### config.mk
export PLATFORM = sky130hd
export DESIGN_NAME = sdrc_host_pack_flat
export DESIGN_NICKNAME = d
export VERILOG_FILES = /design/src/rtl/sdrc_host_pack_if.sv /design/src/rtl/sdrc_host_pack.sv /design/src/flat_wrapper.sv
export SDC_FILE = /design/constraint.sdc
export NUM_CORES = 1
export LEC_CHECK = 0
export CAP_MARGIN = 10
export CORE_MARGIN = 4
export CORE_UTILIZATION = 54
export DETAILED_ROUTE_END_ITERATION = 7
export PLACE_DENSITY = 0.8
export SLEW_MARGIN = 20
export SYNTH_ARGS = -nofsm -noshare
export SYNTH_HDL_FRONTEND = slang
export SYNTH_SLANG_ARGS = --single-unit
### constraint.sdc
create_clock -name clk -period 3.5 [get_ports clk]
set_input_delay 0.875 -clock clk [delete_from_list [all_inputs] [get_ports clk]]
set_output_delay 0.875 -clock clk [all_outputs]
set_load 0.005 [all_outputs]
### src/rtl/sdrc_host_pack_if.sv
// Host and application bus bundle for the host width adapter.
// The slave modport is the adapter's view; the master modport is the host/controller side.
interface sdrc_host_pack_if;
    logic [31:0] h_wr_data;
    logic [3:0]  h_wr_be;
    logic        h_wr_valid;
    logic        h_wr_last;
    logic        h_wr_ready;

    logic [31:0] app_wr_data;
    logic [3:0]  app_wr_en_n;
    logic        app_wr_valid;
    logic        app_wr_next;

    logic [31:0] app_rd_data;
    logic        app_rd_valid;
    logic        app_last_rd;

    logic [31:0] h_rd_data;
    logic        h_rd_valid;
    logic        h_rd_last;
    logic        h_rd_ready;

    modport slave (
        input  h_wr_data, h_wr_be, h_wr_valid, h_wr_last,
        output h_wr_ready,
        output app_wr_data, app_wr_en_n, app_wr_valid,
        input  app_wr_next,
        input  app_rd_data, app_rd_valid, app_last_rd,
        output h_rd_data, h_rd_valid, h_rd_last,
        input  h_rd_ready
    );

    modport master (
        output h_wr_data, h_wr_be, h_wr_valid, h_wr_last,
        input  h_wr_ready,
        input  app_wr_data, app_wr_en_n, app_wr_valid,
        output app_wr_next,
        output app_rd_data, app_rd_valid, app_last_rd,
        input  h_rd_data, h_rd_valid, h_rd_last,
        output h_rd_ready
    );
endinterface

### src/rtl/sdrc_host_pack.sv
// Width adapter between an 8/16/32-bit host and a 32-bit application data port.
// Writes are packed into byte-enabled words; reads are buffered and unpacked into host beats.
module sdrc_host_pack #(
    parameter int APP_DW   = 32,
    parameter int RD_DEPTH = 4
) (
    input  logic                   clk,
    input  logic                   reset,
    input  logic [1:0]             host_width,
    sdrc_host_pack_if.slave        bus,
    output logic                   wr_underrun,
    output logic                   rd_overflow
);
    localparam int AW = $clog2(RD_DEPTH);
    localparam logic [AW:0] FULL_CNT = (AW+1)'(RD_DEPTH);

    logic [1:0]        maxl;
    logic [APP_DW-1:0] asm_data_q, asm_data_d, merge_data;
    logic [3:0]        asm_en_n_q, asm_en_n_d, merge_en_n;
    logic [1:0]        wr_lane_q, wr_lane_d;
    logic [APP_DW-1:0] app_data_q, app_data_d;
    logic [3:0]        app_en_n_q, app_en_n_d;
    logic              app_valid_q, app_valid_d;
    logic              underrun_q, underrun_d;
    logic              wr_fire;

    logic [APP_DW:0]   fifo_q [RD_DEPTH];
    logic [AW-1:0]     wr_ptr_q, wr_ptr_d, rd_ptr_q, rd_ptr_d;
    logic [AW:0]       count_q, count_d;
    logic [1:0]        rd_lane_q, rd_lane_d;
    logic              overflow_q, overflow_d;
    logic              rd_valid, rd_end, push, pop, full;
    logic [APP_DW-1:0] head_data, rd_beat;
    logic              head_last;

    assign maxl = host_width[1] ? 2'd3 : (host_width[0] ? 2'd1 : 2'd0);

    // ---------------- write path ----------------
    assign wr_fire = bus.h_wr_valid & ~app_valid_q;

    always_comb begin
        merge_data = asm_data_q;
        merge_en_n = asm_en_n_q;
        if (host_width[1]) begin
            merge_data[{wr_lane_q, 3'b000} +: 8] = bus.h_wr_data[7:0];
            merge_en_n[wr_lane_q]                = ~bus.h_wr_be[0];
        end else if (host_width[0]) begin
            merge_data[{wr_lane_q[0], 4'b0000} +: 16] = bus.h_wr_data[15:0];
            merge_en_n[{wr_lane_q[0], 1'b0} +: 2]     = ~bus.h_wr_be[1:0];
        end else begin
            merge_data = bus.h_wr_data;
            merge_en_n = ~bus.h_wr_be;
        end
    end

    always_comb begin
        asm_data_d  = asm_data_q;
        asm_en_n_d  = asm_en_n_q;
        wr_lane_d   = wr_lane_q;
        app_data_d  = app_data_q;
        app_en_n_d  = app_en_n_q;
        app_valid_d = app_valid_q;
        underrun_d  = underrun_q;
        // wr_fire needs app_valid_q low, so the two branches never fight over app_valid_d
        if (bus.app_wr_next) begin
            if (app_valid_q) app_valid_d = 1'b0;
            else             underrun_d  = 1'b1;
        end
        if (wr_fire) begin
            if (wr_lane_q == maxl || bus.h_wr_last) begin
                app_data_d  = merge_data;
                app_en_n_d  = merge_en_n;
                app_valid_d = 1'b1;
                asm_data_d  = '0;
                asm_en_n_d  = 4'hF;
                wr_lane_d   = 2'd0;
            end else begin
                asm_data_d = merge_data;
                asm_en_n_d = merge_en_n;
                wr_lane_d  = wr_lane_q + 2'd1;
            end
        end
    end

    // ---------------- read path ----------------
    assign rd_valid  = (count_q != '0);
    assign rd_end    = (rd_lane_q == maxl);
    assign pop       = rd_valid & bus.h_rd_ready & rd_end;
    assign full      = (count_q == FULL_CNT);
    assign push      = bus.app_rd_valid & (~full | pop);
    assign head_data = fifo_q[rd_ptr_q][APP_DW-1:0];
    assign head_last = fifo_q[rd_ptr_q][APP_DW];

    always_comb begin
        wr_ptr_d   = wr_ptr_q;
        rd_ptr_d   = rd_ptr_q;
        rd_lane_d  = rd_lane_q;
        overflow_d = overflow_q | (bus.app_rd_valid & full & ~pop);
        count_d    = count_q;
        if (push) wr_ptr_d = wr_ptr_q + AW'(1);
        if (pop)  rd_ptr_d = rd_ptr_q + AW'(1);
        if (rd_valid && bus.h_rd_ready) rd_lane_d = rd_end ? 2'd0 : rd_lane_q + 2'd1;
        unique case ({push, pop})
            2'b10:   count_d = count_q + (AW+1)'(1);
            2'b01:   count_d = count_q - (AW+1)'(1);
            default: count_d = count_q;
        endcase
    end

    always_comb begin
        rd_beat = '0;
        if (host_width[1])      rd_beat = {24'b0, head_data[{rd_lane_q, 3'b000} +: 8]};
        else if (host_width[0]) rd_beat = {16'b0, head_data[{rd_lane_q[0], 4'b0000} +: 16]};
        else                    rd_beat = head_data;
    end

    // ---------------- registers ----------------
    always_ff @(posedge clk) begin
        if (reset) begin
            asm_data_q  <= '0;
            asm_en_n_q  <= 4'hF;
            wr_lane_q   <= 2'd0;
            app_data_q  <= '0;
            app_en_n_q  <= 4'hF;
            app_valid_q <= 1'b0;
            underrun_q  <= 1'b0;
            wr_ptr_q    <= '0;
            rd_ptr_q    <= '0;
            count_q     <= '0;
            rd_lane_q   <= 2'd0;
            overflow_q  <= 1'b0;
        end else begin
            asm_data_q  <= asm_data_d;
            asm_en_n_q  <= asm_en_n_d;
            wr_lane_q   <= wr_lane_d;
            app_data_q  <= app_data_d;
            app_en_n_q  <= app_en_n_d;
            app_valid_q <= app_valid_d;
            underrun_q  <= underrun_d;
            wr_ptr_q    <= wr_ptr_d;
            rd_ptr_q    <= rd_ptr_d;
            count_q     <= count_d;
            rd_lane_q   <= rd_lane_d;
            overflow_q  <= overflow_d;
        end
    end

    // storage needs no reset; count gates everything read from it
    always_ff @(posedge clk) begin
        if (push) fifo_q[wr_ptr_q] <= {bus.app_last_rd, bus.app_rd_data};
    end

    assign bus.h_wr_ready   = ~app_valid_q;
    assign bus.app_wr_data  = app_data_q;
    assign bus.app_wr_en_n  = app_en_n_q;
    assign bus.app_wr_valid = app_valid_q;
    assign bus.h_rd_valid   = rd_valid;
    assign bus.h_rd_data    = rd_valid ? rd_beat : '0;
    assign bus.h_rd_last    = rd_valid & head_last & rd_end;
    assign wr_underrun      = underrun_q;
    assign rd_overflow      = overflow_q;
endmodule

### src/flat_wrapper.sv
// flat-port wrapper written by rule: the top's interface ports become plain ports
module sdrc_host_pack_flat 
#(
    parameter int APP_DW   = 32,
    parameter int RD_DEPTH = 4
)
  (clk, reset, host_width, wr_underrun, rd_overflow, bus_h_wr_data, bus_h_wr_be, bus_h_wr_valid, bus_h_wr_last, bus_h_wr_ready, bus_app_wr_data, bus_app_wr_en_n, bus_app_wr_valid, bus_app_wr_next, bus_app_rd_data, bus_app_rd_valid, bus_app_last_rd, bus_h_rd_data, bus_h_rd_valid, bus_h_rd_last, bus_h_rd_ready);
  sdrc_host_pack_if bus_i ();
  input  logic clk;
  input  logic reset;
  input  logic [1:0] host_width;
  output logic wr_underrun;
  output logic rd_overflow;
  input wire logic [$bits(bus_i.h_wr_data)-1:0] bus_h_wr_data;
  input wire logic [$bits(bus_i.h_wr_be)-1:0] bus_h_wr_be;
  input wire logic [$bits(bus_i.h_wr_valid)-1:0] bus_h_wr_valid;
  input wire logic [$bits(bus_i.h_wr_last)-1:0] bus_h_wr_last;
  output wire logic [$bits(bus_i.h_wr_ready)-1:0] bus_h_wr_ready;
  output wire logic [$bits(bus_i.app_wr_data)-1:0] bus_app_wr_data;
  output wire logic [$bits(bus_i.app_wr_en_n)-1:0] bus_app_wr_en_n;
  output wire logic [$bits(bus_i.app_wr_valid)-1:0] bus_app_wr_valid;
  input wire logic [$bits(bus_i.app_wr_next)-1:0] bus_app_wr_next;
  input wire logic [$bits(bus_i.app_rd_data)-1:0] bus_app_rd_data;
  input wire logic [$bits(bus_i.app_rd_valid)-1:0] bus_app_rd_valid;
  input wire logic [$bits(bus_i.app_last_rd)-1:0] bus_app_last_rd;
  output wire logic [$bits(bus_i.h_rd_data)-1:0] bus_h_rd_data;
  output wire logic [$bits(bus_i.h_rd_valid)-1:0] bus_h_rd_valid;
  output wire logic [$bits(bus_i.h_rd_last)-1:0] bus_h_rd_last;
  input wire logic [$bits(bus_i.h_rd_ready)-1:0] bus_h_rd_ready;
  assign bus_i.h_wr_data = bus_h_wr_data;
  assign bus_i.h_wr_be = bus_h_wr_be;
  assign bus_i.h_wr_valid = bus_h_wr_valid;
  assign bus_i.h_wr_last = bus_h_wr_last;
  assign bus_h_wr_ready = bus_i.h_wr_ready;
  assign bus_app_wr_data = bus_i.app_wr_data;
  assign bus_app_wr_en_n = bus_i.app_wr_en_n;
  assign bus_app_wr_valid = bus_i.app_wr_valid;
  assign bus_i.app_wr_next = bus_app_wr_next;
  assign bus_i.app_rd_data = bus_app_rd_data;
  assign bus_i.app_rd_valid = bus_app_rd_valid;
  assign bus_i.app_last_rd = bus_app_last_rd;
  assign bus_h_rd_data = bus_i.h_rd_data;
  assign bus_h_rd_valid = bus_i.h_rd_valid;
  assign bus_h_rd_last = bus_i.h_rd_last;
  assign bus_i.h_rd_ready = bus_h_rd_ready;
  sdrc_host_pack #(.APP_DW(APP_DW), .RD_DEPTH(RD_DEPTH)) u_core (.clk(clk), .reset(reset), .host_width(host_width), .bus(bus_i), .wr_underrun(wr_underrun), .rd_overflow(rd_overflow));
endmodule
==> flow_summary_export.csv, run 1 <==
group,metric,value,unit
floorplanning,core,0.01724,mm^2
placement,port_buffers,151,
grt,grt_util_all_layers,0.2549,
timing,period_share,0.9659,
worst_setup_path,cp.arrival,2.51,ns
routing,via_per_inst,6.060,
yosys,synth_edf_count,132,
worst_setup_path,path_class,"flop to output port",
yosys,ys_warn_count,0,
yosys,ys_seq_area_frac,0.6031,
clock_tree,clk_pin_slew_worst_paths,0.06,ns
routing,drc_errors,0,
routing,drtPass1Iterations,5,
floorplanning,rows,48,
floorplanning,floorplan.die_area,0.01976,mm^2
yosys,synth_area,0.009493,mm^2
placement,globalplace.congestion,0.8424,
floorplanning,die_h,140.6,um
yosys,synth_top_area_share,0.4176,
power_and_ir_drop,switchingPower,1.469,mW
worst_setup_path,crit_family,"buffers and inverters",
routing,drt_iter0_drc,735,
placement,dp_hpwl,16130,um
timing,max_freq,295.8,MHz
clock_tree,clock_latency,0.52,ns
timing,rsz0062_at_grt,"false",
yosys,ys_types,57,
routing,ant_nets,0,
floorplanning,io_pins,152,
yosys,syn_nets,840,
worst_setup_path,cp_max_fo,11,
power_and_ir_drop,seq_power_share,0.487,
yosys,synth_cells,751,
grt,overflow,0,
clock_tree,cts_sinks,220,
power_and_ir_drop,p_leak,4.390,nW
grt,grt_pass1_vias,6929,
cells_and_area,nFillCells,1132,
power_and_ir_drop,cellInternalPower,4.568,mW
power_and_ir_drop,p_comb_frac,0.134,
yosys,synth_top_flop_cell,"edfxtp_1",
job,maxCapViolations,0,
clock_tree,cts-buffers-inserted,23,
clock_tree,hold_buffers,0,
worst_setup_path,cp_num_buf_inv,4,
cells_and_area,nNetsFinal,1019,
clock_tree,htree_levels,1,
power_and_ir_drop,pwr-share-clk,0.379,
worst_setup_path,crit_path_top_delay_cell,"mux4_2",
cells_and_area,layout-drive-gt1-share,0.1471,
placement,placed_area,0.01147,mm^2
routing,wl_per_cell,22.22,um
floorplanning,start_util,0.5507,
timing,finalHoldViolCount,0,
timing,fin_skew,0.02286,ns
floorplanning,die_width,140.6,um
timing,final_max_slew_viol_count,0,
clock_tree,cts_max_path_buffers,3,
cells_and_area,finish.utilization,0.7169,
yosys,async_flop_share,0,
worst_setup_path,cp-start-kind,"flop",
timing,max-slew-margin-rel,0.4711,
timing,period_minus_slack,3.381,ns
yosys,avgSynthCellArea,12.64,um^2
cells_and_area,final_cell_area,0.01236,mm^2
power_and_ir_drop,vdd_drop_max,0.4988,mV
power_and_ir_drop,netSwitchingFraction,0.2433,
timing,tns,0,ns
grt,antenna_found_initial,2,
clock_tree,root_buffer,"clkbuf_16",
grt,grt_max_degree,50,
min_path,holdCritPathClass,"flop to flop",
timing,setup_violations,0,
worst_setup_path,max_stage_delay,0.55,ns
yosys,synth_top_area_cell,"edfxtp_1",
worst_setup_path,crit_chain,"buf_4 > buf_16 > buf_12 > mux4_2 > nand2_1 > a21oi_1 > clkdlybuf4s50_1",
routing,routed_wl,26040,um
clock_tree,cts_tree,"yes",
yosys,ys_ff_latch,220,
power_and_ir_drop,power.density,488.5,mW/mm^2
cells_and_area,area_delta_synth_final,30.17,%
worst_setup_path,required,2.62,ns
timing,worst_pin_slew,0.7908,ns
yosys,synth_area_leaders,"edfxtp_1 (42%), dfxtp_1 (19%), mux4_2 (7.8%), nand2_1 (3.2%), a22o_1 (3.0%)",
run_status,outcome,"finished clean",
routing,dr_total_vias,7102,
worst_setup_path,crit_path_end_kind,"output port",
grt,grt_pass1_wl,39630,um
==> tightest hold or removal path, stage by stage, from the launching register on <==
cell and delay [ns]:
dfxtp_1 0.30, nand2_1 0.05, a21oi_1 0.05
==> metal layers <==
layer	track usage	share of wire
met1	0.3256	0.39
met2	0.4446	0.51
met3	0.04037	0.070
met4	0.08822	0.029
met5	0	0.00050
==> cells in the final DEF, fill, tap and decap left out, drive strengths merged, types with 7 or more instances in the layout <==
| cell | count |
|---|---|
| a211oi | 34 |
| a21o | 16 |
| a21oi | 42 |
| a221o | 9 |
| a222oi | 7 |
| a22o | 33 |
| a22oi | 9 |
| a32o | 8 |
| and2 | 22 |
| buf | 54 |
| clkbuf | 29 |
| clkdlybuf4s50 | 139 |
| clkinv | 9 |
| dfxtp | 88 |
| edfxtp | 132 |
| ha | 10 |
| inv | 18 |
| mux2i | 19 |
| mux4 | 33 |
| nand2 | 82 |
| nor2 | 57 |
| nor3 | 7 |
| o21ai | 25 |
==> synthesized netlist by cell type (4+ instances only) <==
cell	instances
nor3_1	6
mux4_2	33
a22oi_1	9
clkbuf_1	30
inv_1	16
a21o_1	16
buf_2	12
edfxtp_1	132
nand2b_1	4
nand2_1	82
buf_1	7
nor2_1	56
o21ai_0	24
and2_1	22
nand3_1	6
a21oi_1	41
nor2b_1	4
a211oi_1	34
dfxtp_1	88
a222oi_1	7
a221o_1	9
ha_1	10
a32o_1	8
mux2i_1	19
a22o_1	33
==> path summary, 6_finish.rpt <==
path / from / to / slack (ns) / cells after the start
hold / removal: u_core.bus.app_wr_data[17] / u_core.bus.app_wr_data[17] / 0.45 / 2
hold reg to reg: u_core.bus.app_wr_data[17] / u_core.bus.app_wr_data[17] / 0.45 / 2
setup reg to reg: u_core.rd_lane_q[0] / u_core.count_q[1] / 0.79 / 7
setup / recovery: flop / bus_h_rd_data[9] / 0.12 / 7
==> power groups by stage <==
stage	Clock, mW	Combinational (mW)	Sequential (mW)
2_1_floorplan	0	0.385	2.97
3_3_place_gp	0	0.770	2.98
3_5_place_dp	0	0.781	2.99
4_1_cts	2.30	0.798	2.93
5_1_grt	2.43	0.864	2.95
6_report	2.29	0.810	2.94
==> what timing repair did <==
action / CTS / global route
resized for setup: 13 / 9
buffers inserted: 3 / 8
gates cloned: 2 / 0
setup endpoints to repair: 30 / 4
==> per-stage QoR <==
| step | total power, mW | cells | hold WS, ns | setup slack, ns |
|---|---|---|---|---|
| 2_1_floorplan | 3.357 | 751 | 0.4259 | 0.3515 |
| 3_3_place_gp | 3.748 | 1117 | 0.4363 | -0.3094 |
| 3_5_place_dp | 3.767 | 1117 | 0.4439 | -0.2956 |
| 4_1_cts | 6.027 | 1162 | 0.4546 | 0.006620 |
| 5_1_grt | 6.241 | 1172 | 0.4728 | 0.03728 |
| 6_report | 6.036 | 1172 | 0.4525 | 0.1194 |
==> kinds of logic (layout without fill, tap and decap cells) <==
| group | after synthesis | count (layout) | synth area share |
|---|---|---|---|
| adder cells (fa/ha/maj) | 11 | 11 | 0.01529 |
| AO/OA/AOI/OAI | 198 | 198 | 0.1520 |
| buffers and inverters | 66 | 260 | 0.02847 |
| other | 0 | 2 | 0 |
| AND/OR/NAND/NOR | 199 | 199 | 0.09793 |
| multiplexers | 53 | 53 | 0.09951 |
| flip-flops | 220 | 220 | 0.6031 |
| XOR/XNOR | 4 | 4 | 0.003691 |
==> state kept, by name, indices dropped and copies added (netlist names), 2 cells and up, named ones only <==
register	count
u_core.rd_ptr_q	2
u_core.fifo_q	132
u_core.asm_data_q	32
u_core.bus.app_wr_en_n	4
u_core.asm_en_n_q	4
u_core.wr_lane_q	2
u_core.count_q	3
u_core.bus.app_wr_data	32
u_core.rd_lane_q	2
u_core.wr_ptr_q	2
==> area by class of cell <==
| cell class | instances | area, um^2 | area share |
|---|---|---|---|
| diodes | 2 | 5.005 | 0.0004050 |
| clock buffers | 28 | 594.3 | 0.04810 |
| clock inverters | 12 | 96.34 | 0.007797 |
| inverters | 16 | 60.06 | 0.004860 |
| multi-input cells | 465 | 3507 | 0.2838 |
| flip-flops and latches | 220 | 5736 | 0.4642 |
| well taps | 225 | 281.5 | 0.02278 |
| repair buffers | 204 | 2077 | 0.1681 |
(Power assumes the default switching activity.)
==> run 2, diff against run 1 <==
- CAP_MARGIN: 10 -> 15
- CORE_UTILIZATION: 54 -> 32
- GPL_TIMING_DRIVEN: default -> 0
- PLACE_DENSITY: 0.8 -> default
==> run 2 against run 1 <==
Against the previous run: clock skew decreased by 0.0060 ns; sequential power about the same; cell area increased by 1.8%; first-iteration DRC count fell by 29%; maximum frequency shrank 1.7%; worst setup slack lost 0.058 ns; combinational power up 1%; largest cell class unchanged; highest routed layer unchanged.
==> flow_summary_export.csv, run 2 (same netlist as run 1, synthesis figures left out) <==
group,metric,value,unit
run_status,outcome,"finished clean",
floorplanning,rows,62,
timing,period_minus_slack,3.439,ns
power_and_ir_drop,vdd_drop_max,0.3270,mV
worst_setup_path,cp_max_fo,10,
timing,rsz0062_at_grt,"true",
routing,drt_iter0_drc,519,
floorplanning,die_h,180.2,um
cells_and_area,final_cell_area,0.01258,mm^2
cells_and_area,finish.utilization,0.4337,
routing,dr_total_vias,6912,
timing,hold_ws,0.4533,ns
floorplanning,io_pins,152,
timing,final_max_slew_viol_count,0,
clock_tree,cts_max_path_buffers,3,
floorplanning,floorplan.die_area,0.03248,mm^2
power_and_ir_drop,p_leak,4.330,nW
cells_and_area,nNetsFinal,1028,
routing,ant_nets,0,
grt,overflow,0,
timing,setup_violations,0,
floorplanning,core,0.02901,mm^2
worst_setup_path,required,2.62,ns
timing,fin_skew,0.01683,ns
clock_tree,cts_tree,"yes",
placement,dp_cells,1289,
worst_setup_path,crit_path_top_delay_cell,"clkdlybuf4s50_1",
worst_setup_path,crit_family,"buffers and inverters",
routing,wl_per_cell,20.49,um
cells_and_area,area_delta_synth_final,32.54,%
placement,dp_hpwl,19430,um
timing,period_share,0.9825,
floorplanning,die_width,180.2,um
clock_tree,cts_sinks,220,
power_and_ir_drop,power.density,492.7,mW/mm^2
cells_and_area,layout-drive-gt1-share,0.1444,
power_and_ir_drop,power,6.199,mW
worst_setup_path,cp_num_buf_inv,3,
clock_tree,clock_latency,0.53,ns
clock_tree,clk_pin_slew_worst_paths,0.06,ns
cells_and_area,final_common_cell,"clkdlybuf4s50_1",
cells_and_area,mostFrequentLayoutCells,"clkdlybuf4s50_1 (141), edfxtp_1 (132), dfxtp_1 (83)",
floorplanning,start_util,0.3272,
cells_and_area,max_flop_register,"u_core.fifo_q",
worst_setup_path,cp_common_cell,"buf_2",
timing,max_freq,290.8,MHz
placement,globalplace.congestion,0.8207,
clock_tree,root_buffer,"clkbuf_16",
job,maxCapViolations,0,
min_path,holdCritPathClass,"flop to flop",
placement,port_buffers,150,
clock_tree,htree_levels,1,
timing,finalHoldViolCount,0,
routing,drc_errors,0,
cells_and_area,final_cells,1340,
worst_setup_path,path_class,"primary input to output port",
clock_tree,cts-buffers-inserted,24,
routing,drtPass1Iterations,5,
grt,grt_max_degree,25,
worst_setup_path,crit_path_end_kind,"output port",
routing,routed_wl,27460,um
timing,worst_pin_slew,0.8564,ns
routing,via_per_inst,5.158,
grt,antenna_found_initial,2,
cells_and_area,largest_reg_flops,132,
worst_setup_path,cp.arrival,2.56,ns
worst_setup_path,cp-start-kind,"primary input",
grt,grt_util_all_layers,0.1618,
worst_setup_path,crit_chain,"buf_2 > buf_2 > and2_2 > nand2_1 > a21oi_1 > clkdlybuf4s50_1",
timing,max-slew-margin-rel,0.4128,
placement,placed_area,0.01157,mm^2
cells_and_area,diodes,0,
grt,grt_pass1_wl,41630,um
grt,grt_pass1_vias,6908,
worst_setup_path,max_stage_delay,0.56,ns
==> run 2: cell count changes in the layout (fill, tap and decap cells not counted), moves of 5 or more <==
cell | previous run | this run
buf_6 | 0 | 5
and2_2 | 0 | 5
clkbuf_1 | 5 | 26
and2_1 | 22 | 17
buf_12 | 11 | 4
buf_4 | 40 | 11
buf_2 | 2 | 10
==> run 2: repair_timing <==
action                                  4_1_cts  5_1_grt
endpoints found under the setup margin       33        7
hold buffers                                  0        0
pin swaps                                     6        0
setup buffers                                10        3
resized for setup                            61        4
==> run 2: layout make-up <==
| cell class | count | area (um^2) |
|---|---|---|
| Clock inverter | 10 | 88.84 |
| Multi-Input combinational cell | 465 | 3573 |
| Sequential cell | 220 | 5734 |
| Timing Repair Buffer | 167 | 1705 |
| Inverter | 16 | 60.06 |
| Clock buffer | 33 | 675.6 |
| Tap cell | 384 | 480.5 |
| Fill cell | 2746 | 16430 |
| Buffer | 45 | 264.0 |
==> run 2: worst reg2reg max path, delay by kind of cell, from the launching register on <==
| family | cells | cell delay, ns |
|---|---|---|
| AO/OA/AOI/OAI | 3 | 0.50 |
| adder cells (fa/ha/maj) | 1 | 0.36 |
| buffers and inverters | 4 | 1.28 |
| flip-flops | 1 | 0.35 |
| AND/OR/NAND/NOR | 2 | 0.47 |
==> run 2: metal layers <==
| layer | share of wire | track usage | up-vias |
|---|---|---|---|
| met2 | 0.46 | 0.2621 | 297 |
| met3 | 0.082 | 0.04259 | 41 |
| li1 | - | - | 3260 |
| met4 | 0.019 | 0.03630 | 4 |
| met5 | 0.00076 | 0 | - |
| met1 | 0.44 | 0.2197 | 3310 |
==> run 2: through the flow <==
step           setup TNS, ns  setup slack (ns)
2_1_floorplan              0            0.3515
3_5_place_dp          -30.16            -1.136
4_1_cts                    0           0.02386
5_1_grt             -0.01118          -0.01118
6_report                   0           0.06130
3_3_place_gp         -139.06            -1.159
==> run 2: worst paths after layout <==
| kind | start | cells past startpoint | endpoint | slack [ns] |
|---|---|---|---|---|
| max | host_width[0] | 6 | bus_h_rd_data[10] | 0.06 |
| min | u_core.asm_data_q[2] | 2 | u_core.asm_data_q[2] | 0.45 |
| max reg2reg | u_core.wr_lane_q[0] | 10 | u_core.bus.app_wr_data[23] | 0.47 |
| min reg2reg | u_core.asm_data_q[2] | 2 | u_core.asm_data_q[2] | 0.45 |
==> run 2: where the power goes <==
group          leakage [nW]  internal [mW]  switching (mW)  total [mW]
Clock                 0.371           1.43            1.03        2.45
Sequential             1.93           2.88          0.0486        2.93
Combinational          2.03          0.391           0.428       0.819
Total                  4.33           4.69            1.51        6.20
==> run 3, diff against run 2 <==
- clock period: 3.5 -> 4 ns (I/O delays scaled with it)
==> run 3 against run 2 <==
Against the previous run: sequential cell count unchanged; clock skew hardly changed; worst setup slack better by 0.034 ns; wire length decreased by 0.90%; register-to-register slack gained 0.50 ns; critical path type unchanged; critical endpoint unchanged; highest routed layer unchanged.
==> flow_summary_export.csv, run 3 (same netlist as run 1, synthesis figures left out) <==
group,metric,value,unit
power_and_ir_drop,power.density,434.7,mW/mm^2
placement,dpl_worst_slack,-0.8862,ns
floorplanning,io_pins,152,
timing,tns,0,ns
cells_and_area,largest_reg_flops,132,
grt,met2_usage,0.2596,
routing,drt_iter0_drc,544,
cells_and_area,finish.utilization,0.4281,
cells_and_area,nNetsFinal,1019,
power_and_ir_drop,cellInternalPower,4.096,mW
power_and_ir_drop,pwr-share-clk,0.396,
grt,grt_pass1_vias,6862,
timing,period_share,0.9762,
cells_and_area,layout-drive-gt1-share,0.1246,
clock_tree,cts_tree,"yes",
worst_setup_path,required,3.00,ns
clock_tree,cts_sinks,220,
job,maxCapViolations,0,
power_and_ir_drop,switchingPower,1.304,mW
placement,globalplace.congestion,0.8207,
timing,final_max_slew_viol_count,0,
worst_setup_path,path_class,"primary input to output port",
worst_setup_path,crit_path_top_delay_cell,"clkdlybuf4s50_1",
placement,dp_hpwl,19430,um
power_and_ir_drop,vdd_drop_max,0.2857,mV
min_path,holdCritPathClass,"flop to flop",
worst_setup_path,cp.arrival,2.90,ns
grt,grt_use_met1,0.2178,
floorplanning,die_width,180.2,um
grt,use_met3,0.04259,
cells_and_area,area_delta_synth_final,30.84,%
timing,finalHoldViolCount,0,
cells_and_area,diodes,0,
routing,ant_nets,0,
grt,overflow,0,
routing,drc_errors,0,
routing,drtPass1Iterations,5,
floorplanning,core,0.02901,mm^2
power_and_ir_drop,p_leak,4.204,nW
floorplanning,floorplan.die_area,0.03248,mm^2
routing,wl_per_cell,20.44,um
timing,fin_skew,0.01728,ns
routing,via_per_inst,5.168,
worst_setup_path,crit_path_end_kind,"output port",
run_status,outcome,"finished clean",
worst_setup_path,cp_max_fo,10,
grt,grt.busiest_layer,"met2",
floorplanning,rows,62,
cells_and_area,final_cell_area,0.01242,mm^2
placement,port_buffers,150,
clock_tree,root_buffer,"clkbuf_16",
cells_and_area,mostFrequentLayoutCells,"clkdlybuf4s50_1 (149), edfxtp_1 (132), dfxtp_1 (87)",
clock_tree,cts_max_path_buffers,3,
worst_setup_path,max_stage_delay,0.56,ns
timing,worst_pin_slew,0.8299,ns
grt,grt_pass1_wl,41280,um
timing,postLayoutSetupSlackWorst,0.09515,ns
cells_and_area,max_flop_register,"u_core.fifo_q",
power_and_ir_drop,p_comb_frac,0.130,
floorplanning,start_util,0.3272,
clock_tree,htree_levels,1,
grt,grt_max_degree,25,
power_and_ir_drop,netSwitchingFraction,0.2414,
grt,grt_util_all_layers,0.1604,
timing,max-slew-margin-rel,0.4309,
clock_tree,clock_latency,0.53,ns
power_and_ir_drop,seq_power_share,0.474,
cells_and_area,final_common_cell,"clkdlybuf4s50_1",
worst_setup_path,cp-start-kind,"primary input",
clock_tree,cts-buffers-inserted,24,
timing,setup_violations,0,
placement,placed_area,0.01157,mm^2
routing,routed_wl,27210,um
timing,rsz0062_at_grt,"false",
clock_tree,hold_buffers,0,
floorplanning,die_h,180.2,um
grt,antenna_found_initial,2,
clock_tree,clk_pin_slew_worst_paths,0.06,ns
worst_setup_path,crit_chain,"buf_2 > buf_2 > clkbuf_2 > nand2_1 > nand2_1 > a21oi_1 > clkdlybuf4s50_1",
cells_and_area,nFillCells,2751,
routing,dr_total_vias,6878,
timing,max_freq,256.1,MHz
timing,period_minus_slack,3.905,ns
## run 3: layout make-up
type / count / area [um^2] / share of cell area
Buffer: 47 / 224.0 / 0.01803
Clock buffer: 33 / 675.6 / 0.05440
Clock inverter: 10 / 88.84 / 0.007152
Inverter: 16 / 60.06 / 0.004835
Multi-Input combinational cell: 465 / 3546 / 0.2855
Sequential cell: 220 / 5727 / 0.4611
Tap cell: 384 / 480.5 / 0.03868
Timing Repair Buffer: 156 / 1619 / 0.1304
## run 3: worst paths after layout
check        slack, ns                 start                         end  cells past startpoint
max                0.1         host_width[0]           bus_h_rd_data[10]                      7
min               0.45  u_core.asm_data_q[2]        u_core.asm_data_q[2]                      2
max reg2reg       0.97   u_core.wr_lane_q[0]  u_core.bus.app_wr_data[23]                     10
min reg2reg       0.45  u_core.asm_data_q[2]        u_core.asm_data_q[2]                      2
## run 3: critical path: cells and delay by family
kind / cells / cell delay (ns)
AOI/OAI and AO/OA: 1 / 0.28
buffers and inverters: 4 / 1.20
and+or+nand+nor: 2 / 0.42
## run 3: layer usage
| metal | part of all wire | up-vias |
|---|---|---|
| met3 | 0.077 | 44 |
| met4 | 0.021 | 4 |
| met1 | 0.44 | 3303 |
| met5 | 0.00077 | - |
| met2 | 0.46 | 284 |
| li1 | - | 3243 |
## run 3: what timing repair did
item,in CTS,in global routing
resized for setup,25,5
buffers inserted,2,0
gates cloned,0,0
endpoints found under the setup margin,32,13
pin swaps,3,0
## run 3: power groups by stage
stage / logic, mW / clock network, mW / registers, mW
6_report: 0.699 / 2.14 / 2.56
5_1_grt: 0.758 / 2.28 / 2.57
4_1_cts: 0.707 / 2.18 / 2.56
3_5_place_dp: 0.694 / 0 / 2.61
3_3_place_gp: 0.677 / 0 / 2.61
2_1_floorplan: 0.337 / 0 / 2.60
## run 3: per-stage QoR
stage	instances	hold slack (ns)	power, mW
after floorplan	751	0.4259	2.938
after global placement	1285	0.4359	3.283
after detailed placement	1289	0.4456	3.301
after CTS	1332	0.4574	5.449
after global routing	1331	0.4818	5.611
final	1331	0.4531	5.399
